==> config.mk <==
export PLATFORM = sky130hd
export DESIGN_NAME = shift_serial_deserializer
export DESIGN_NICKNAME = d
export VERILOG_FILES = /design/src/rtl/shift_serial_deserializer.sv
export SDC_FILE = /design/constraint.sdc
export NUM_CORES = 1
export LEC_CHECK = 0
export CAP_MARGIN = 20
export CORE_UTILIZATION = 35
export DETAILED_ROUTE_END_ITERATION = 8
export PLACE_DENSITY = 0.64
export SLEW_MARGIN = 0
export SYNTH_ARGS = -nofsm -noshare
export SYNTH_HDL_FRONTEND = slang
export SYNTH_SLANG_ARGS = --single-unit
==> constraint.sdc <==
create_clock -name clk -period 1.7 [get_ports clk]
set_input_delay 0.255 -clock clk [delete_from_list [all_inputs] [get_ports clk]]
set_output_delay 0.255 -clock clk [all_outputs]
set_load 0.03 [all_outputs]
==> src/rtl/shift_serial_deserializer.sv <==
// shift_serial_deserializer: assembles framed serial bits (start, data,
// optional parity, stop) into parallel words for the 8-bit shift register
// stage, flags framing errors and keeps a saturating error count.
// Optional even-parity bit enabled by defining SHIFT_DESER_PARITY_EN.
module shift_serial_deserializer #(
    parameter int unsigned DATA_WIDTH    = 8,
    parameter bit          LSB_FIRST     = 1'b1,
    parameter int unsigned ERR_CNT_WIDTH = 8
) (
    input  logic                     clk,
    input  logic                     rst,
    input  logic                     bitIn,
    input  logic                     bitValid,
    output logic [DATA_WIDTH-1:0]    wordOut,
    output logic                     wordValid,
    output logic                     frameError,
    output logic                     busy,
    output logic [ERR_CNT_WIDTH-1:0] errorCount
);

    localparam int unsigned CNT_W = (DATA_WIDTH > 1) ? $clog2(DATA_WIDTH) : 1;
    localparam logic [CNT_W-1:0]         LAST_BIT = CNT_W'(DATA_WIDTH - 1);
    localparam logic [ERR_CNT_WIDTH-1:0] ERR_MAX  = '1;

`ifdef SHIFT_DESER_PARITY_EN
    typedef enum logic [1:0] {IDLE, DATA, PARITY, STOP} state_t;
`else
    typedef enum logic [1:0] {IDLE, DATA, STOP} state_t;
`endif

    state_t                   state_q, state_d;
    logic [CNT_W-1:0]         cnt_q, cnt_d;
    logic [DATA_WIDTH-1:0]    shreg_q, shreg_d;
    logic [DATA_WIDTH-1:0]    word_q, word_d;
    logic                     word_valid_q, word_valid_d;
    logic                     frame_error_q, frame_error_d;
    logic [ERR_CNT_WIDTH-1:0] err_cnt_q, err_cnt_d;
`ifdef SHIFT_DESER_PARITY_EN
    logic                     par_q, par_d;
    logic                     par_err_q, par_err_d;
`endif

    // Next-state and next-output decode; nothing moves on stall cycles
    always_comb begin
        state_d       = state_q;
        cnt_d         = cnt_q;
        shreg_d       = shreg_q;
        word_d        = word_q;
        word_valid_d  = 1'b0;
        frame_error_d = 1'b0;
        err_cnt_d     = err_cnt_q;
`ifdef SHIFT_DESER_PARITY_EN
        par_d         = par_q;
        par_err_d     = par_err_q;
`endif
        if (bitValid) begin
            case (state_q)
                IDLE: begin
                    if (!bitIn) begin
                        state_d = DATA;
                        cnt_d   = '0;
`ifdef SHIFT_DESER_PARITY_EN
                        par_d     = 1'b0;
                        par_err_d = 1'b0;
`endif
                    end
                end
                DATA: begin
                    if (LSB_FIRST)
                        shreg_d = {bitIn, shreg_q[DATA_WIDTH-1:1]};
                    else
                        shreg_d = {shreg_q[DATA_WIDTH-2:0], bitIn};
                    cnt_d = cnt_q + CNT_W'(1);
`ifdef SHIFT_DESER_PARITY_EN
                    par_d = par_q ^ bitIn;
                    if (cnt_q == LAST_BIT)
                        state_d = PARITY;
`else
                    if (cnt_q == LAST_BIT)
                        state_d = STOP;
`endif
                end
`ifdef SHIFT_DESER_PARITY_EN
                PARITY: begin
                    // Even parity: data XOR parity bit must be zero
                    par_err_d = par_q ^ bitIn;
                    state_d   = STOP;
                end
`endif
                STOP: begin
                    // A 0 stop bit is consumed here, never taken as a new start
                    state_d = IDLE;
`ifdef SHIFT_DESER_PARITY_EN
                    if (bitIn && !par_err_q) begin
`else
                    if (bitIn) begin
`endif
                        word_d       = shreg_q;
                        word_valid_d = 1'b1;
                    end else begin
                        frame_error_d = 1'b1;
                        if (err_cnt_q != ERR_MAX)
                            err_cnt_d = err_cnt_q + ERR_CNT_WIDTH'(1);
                    end
                end
                default: state_d = IDLE;
            endcase
        end
    end

    // State and output registers with synchronous reset
    always_ff @(posedge clk) begin
        if (rst) begin
            state_q       <= IDLE;
            cnt_q         <= '0;
            shreg_q       <= '0;
            word_q        <= '0;
            word_valid_q  <= 1'b0;
            frame_error_q <= 1'b0;
            err_cnt_q     <= '0;
`ifdef SHIFT_DESER_PARITY_EN
            par_q         <= 1'b0;
            par_err_q     <= 1'b0;
`endif
        end else begin
            state_q       <= state_d;
            cnt_q         <= cnt_d;
            shreg_q       <= shreg_d;
            word_q        <= word_d;
            word_valid_q  <= word_valid_d;
            frame_error_q <= frame_error_d;
            err_cnt_q     <= err_cnt_d;
`ifdef SHIFT_DESER_PARITY_EN
            par_q         <= par_d;
            par_err_q     <= par_err_d;
`endif
        end
    end

    assign wordOut    = word_q;
    assign wordValid  = word_valid_q;
    assign frameError = frame_error_q;
    assign errorCount = err_cnt_q;
    assign busy       = (state_q != IDLE);

endmodule

==> flow_metrics.tcl <==
set metrics [dict create \
    grt_pass1_vias 997 \
    die_y_um 62.1 \
    status "finished clean" \
    final.min_clock_period_ps 1600 \
    grt_pass1_wl_mm 4.25 \
    timing.critical_path.to_type "output port" \
    cts_root_buf "clkbuf_4" \
    filler_cell_count 332 \
    antenna_left 0 \
    timing_worst_setup_path_type "flop to output port" \
    timing.clock.skew_ps 17.0 \
    tritoncts.num_buffers 5 \
    gpl.final_weighted_congestion 0.817 \
    worstSetupPathDepth 1 \
    postCtsHoldBufs 0 \
    cp_slowest_cell "clkdlybuf4s50_1" \
    cts_buffer_depth 2 \
    worst_ep_arrival_time_ps 1350 \
    unrepaired_setup_endpoints_after_global_routing "no" \
    cts.reportedPaths.clkPinSlew_ps 100 \
    worstSetupStartpointType "flop" \
    peakVddDrop_mv 0.516 \
    layout_overhead_on_the_synthesized_area_pct 31.6 \
    clk-insertion-delay-late_ps 330 \
    maxCapViolCount 0 \
    chipWidth_um 62.1 \
    cts_tree "done" \
    quantity_of_i_o_buffers_inserted_on_ports 22 \
    clock_sink_count 31 \
    final_cell_mix "34 x nand2_1, 31 x dfxtp_1, 17 x a21oi_1" \
    final_number_of_setup_violating_endpoints 0 \
    hp-class "flop to flop" \
    floorplan.initialDensity 0.373 \
    maxClockFrequency_mhz 623 \
    crit_required_ps 1440 \
    n_antenna_cell 0 \
    numPlacedInstances 211 \
    slowest_delay_ps 670 \
    pin_count_of_the_biggest_net_entering_global_routing 27 \
    post_drt_via_cell_ratio 4.90 \
    yosys_warnings 0 \
    die_area_um2 3860 \
    drt_wl_total_mm 2.47 \
    finalHoldViolations 0 \
    whs_path_depth 2 \
    floorplan.core_area_um2 3390 \
    power.density_nw_per_um2 843 \
    synthCells 143 \
    post_drt_wl_per_cell_um 11.3 \
    leakagePower_nw 0.695 \
    overflow_after_grt 0 \
    post-cts-setup-buffers 0 \
    hold-worst-slack_ps 458 \
    post-route-period-util 0.943 \
    number_of_storage_elements_in_the_synthesis_netlist 31 \
    layoutNonFillerInstCount 219 \
    fin_nets 179 \
    final_layout_size_suffix_gt1_frac 0.110 \
    seq_area_frac_synth 0.491 \
    maxSlewViolCount 0 \
    cp_top_family "buffers and inverters" \
    cp_cell_sequence "clkdlybuf4s50_1" \
    critPathBufInv 1 \
    post_synth_num_cell_types 29 \
    slew-limit-headroom 0.764 \
    drtPass1Iterations 4 \
    synth.cell_area_um2 1260 \
    rows 21 \
    antenna_violations_before_repair 0 \
    worst_path_fanout_max 2 \
    drc_errors 0 \
    syn-mean-instance-area_um2 8.85 \
    ioPinCount 23 \
    timing.reg2reg.worst_path_depth 5 \
    place_hpwl_mm 1.72 \
    drt_first_iter_violations 61 \
    worst-slew-pin-transition_ps 350 \
    most_frequent_standard_cell_in_the_layout_excluding_fill_and_tap_cells "nand2_1" \
    h-tree-depth 2 \
    num_vias 1073 \
    net_count_of_the_mapped_netlist 150 \
    gr-usage-all-layers 0.140 \
]
layer usage:
layer	GRT usage	up-vias	part of all wire
li1	-	544	-
met1	0.159	492	0.45
met2	0.234	32	0.47
met3	0.0404	5	0.060
met4	0.0785	0	0.019
met5	0	-	0
logic make-up after synthesis:
group,count (synthesis),synth area share
flip-flops,31,0.491
multiplexers,2,0.0158
adder cells (fa/ha/maj),3,0.0297
AND/OR/NAND/NOR,63,0.237
AO/OA/AOI/OAI,30,0.154
XOR/XNOR,6,0.0415
buffers and inverters,8,0.0307
metrics by stage:
stage	cell area, um^2	util	setup WS, ps	total power [W]	setup TNS, ps
6_report	1660	0.491	96.1	0.00140	0
5_1_grt	1660	0.491	32.6	0.00147	0
4_1_cts	1660	0.489	20.3	0.00142	0
3_5_place_dp	1580	0.467	-13.7	0.000815	-13.7
3_3_place_gp	1580	0.467	25.2	0.000814	0
2_1_floorplan	1260	-	148	0.000784	0
report_power, final:
| part | leakage, nW | internal (W) | switching, W |
|---|---|---|---|
| Sequential | 0.250 | 0.000730 | 0.00000216 |
| Clock | 0.0482 | 0.000348 | 0.000260 |
| Combinational | 0.397 | 0.0000294 | 0.0000352 |
| Total | 0.695 | 0.00111 | 0.000297 |
sequential cells by signal (all words and copies together) (netlist names):
signal / count
shreg_q: 8
wordValid: 1
frameError: 1
errorCount: 8
cnt_q: 3
wordOut: 8
state_q: 2
synth_stat cells:
cell type / instances / area, um^2
or3_1: 1 / 6.26
o211ai_4: 1 / 21.3
nand4_4: 1 / 21.3
o21ai_1: 1 / 5.00
and2_1: 3 / 18.8
clkbuf_1: 4 / 15.0
a22oi_1: 3 / 22.5
inv_1: 2 / 7.51
nand2_1: 34 / 128
o2111ai_1: 3 / 26.3
o21ai_0: 2 / 10.0
and4bb_4: 1 / 16.3
buf_6: 1 / 11.3
o211ai_1: 1 / 7.51
or2_2: 1 / 6.26
ha_1: 3 / 37.5
a21oi_1: 17 / 85.1
dfxtp_1: 31 / 621
and3_1: 2 / 12.5
nor2b_1: 3 / 18.8
o21a_1: 1 / 7.51
buf_2: 1 / 5.00
nor3_1: 1 / 5.00
nor2_1: 14 / 52.6
nand3_1: 1 / 5.00
o21ba_1: 1 / 10.0
nor3_2: 1 / 10.0
mux2i_1: 2 / 20.0
xor2_1: 6 / 52.6
area by class of cell:
type / count / area (um^2) / area share
clock buffers: 6 / 51.3 / 0.0308
clock inverters: 2 / 35.0 / 0.0211
inverters: 2 / 7.51 / 0.00451
multi-input cells: 104 / 606 / 0.364
flip-flops and latches: 31 / 621 / 0.373
well taps: 46 / 57.6 / 0.0346
repair buffers: 28 / 287 / 0.172
final timing paths:
kind,startpoint,end,slack [ps]
setup / recovery,wordOut[7],wordOut[7],100
hold / removal,wordOut[5],wordOut[5],460
setup reg to reg,errorCount[0],errorCount[1],250
hold reg to reg,wordOut[5],wordOut[5],460
repair_timing:
| action | CTS | global route |
|---|---|---|
| gates resized for setup | 7 | 2 |
| endpoints found under the hold margin | 0 | 0 |
| endpoints found under the setup margin | 7 | 2 |
| cloned | 0 | 0 |
Note: power is estimated with default switching activity, not from simulation.
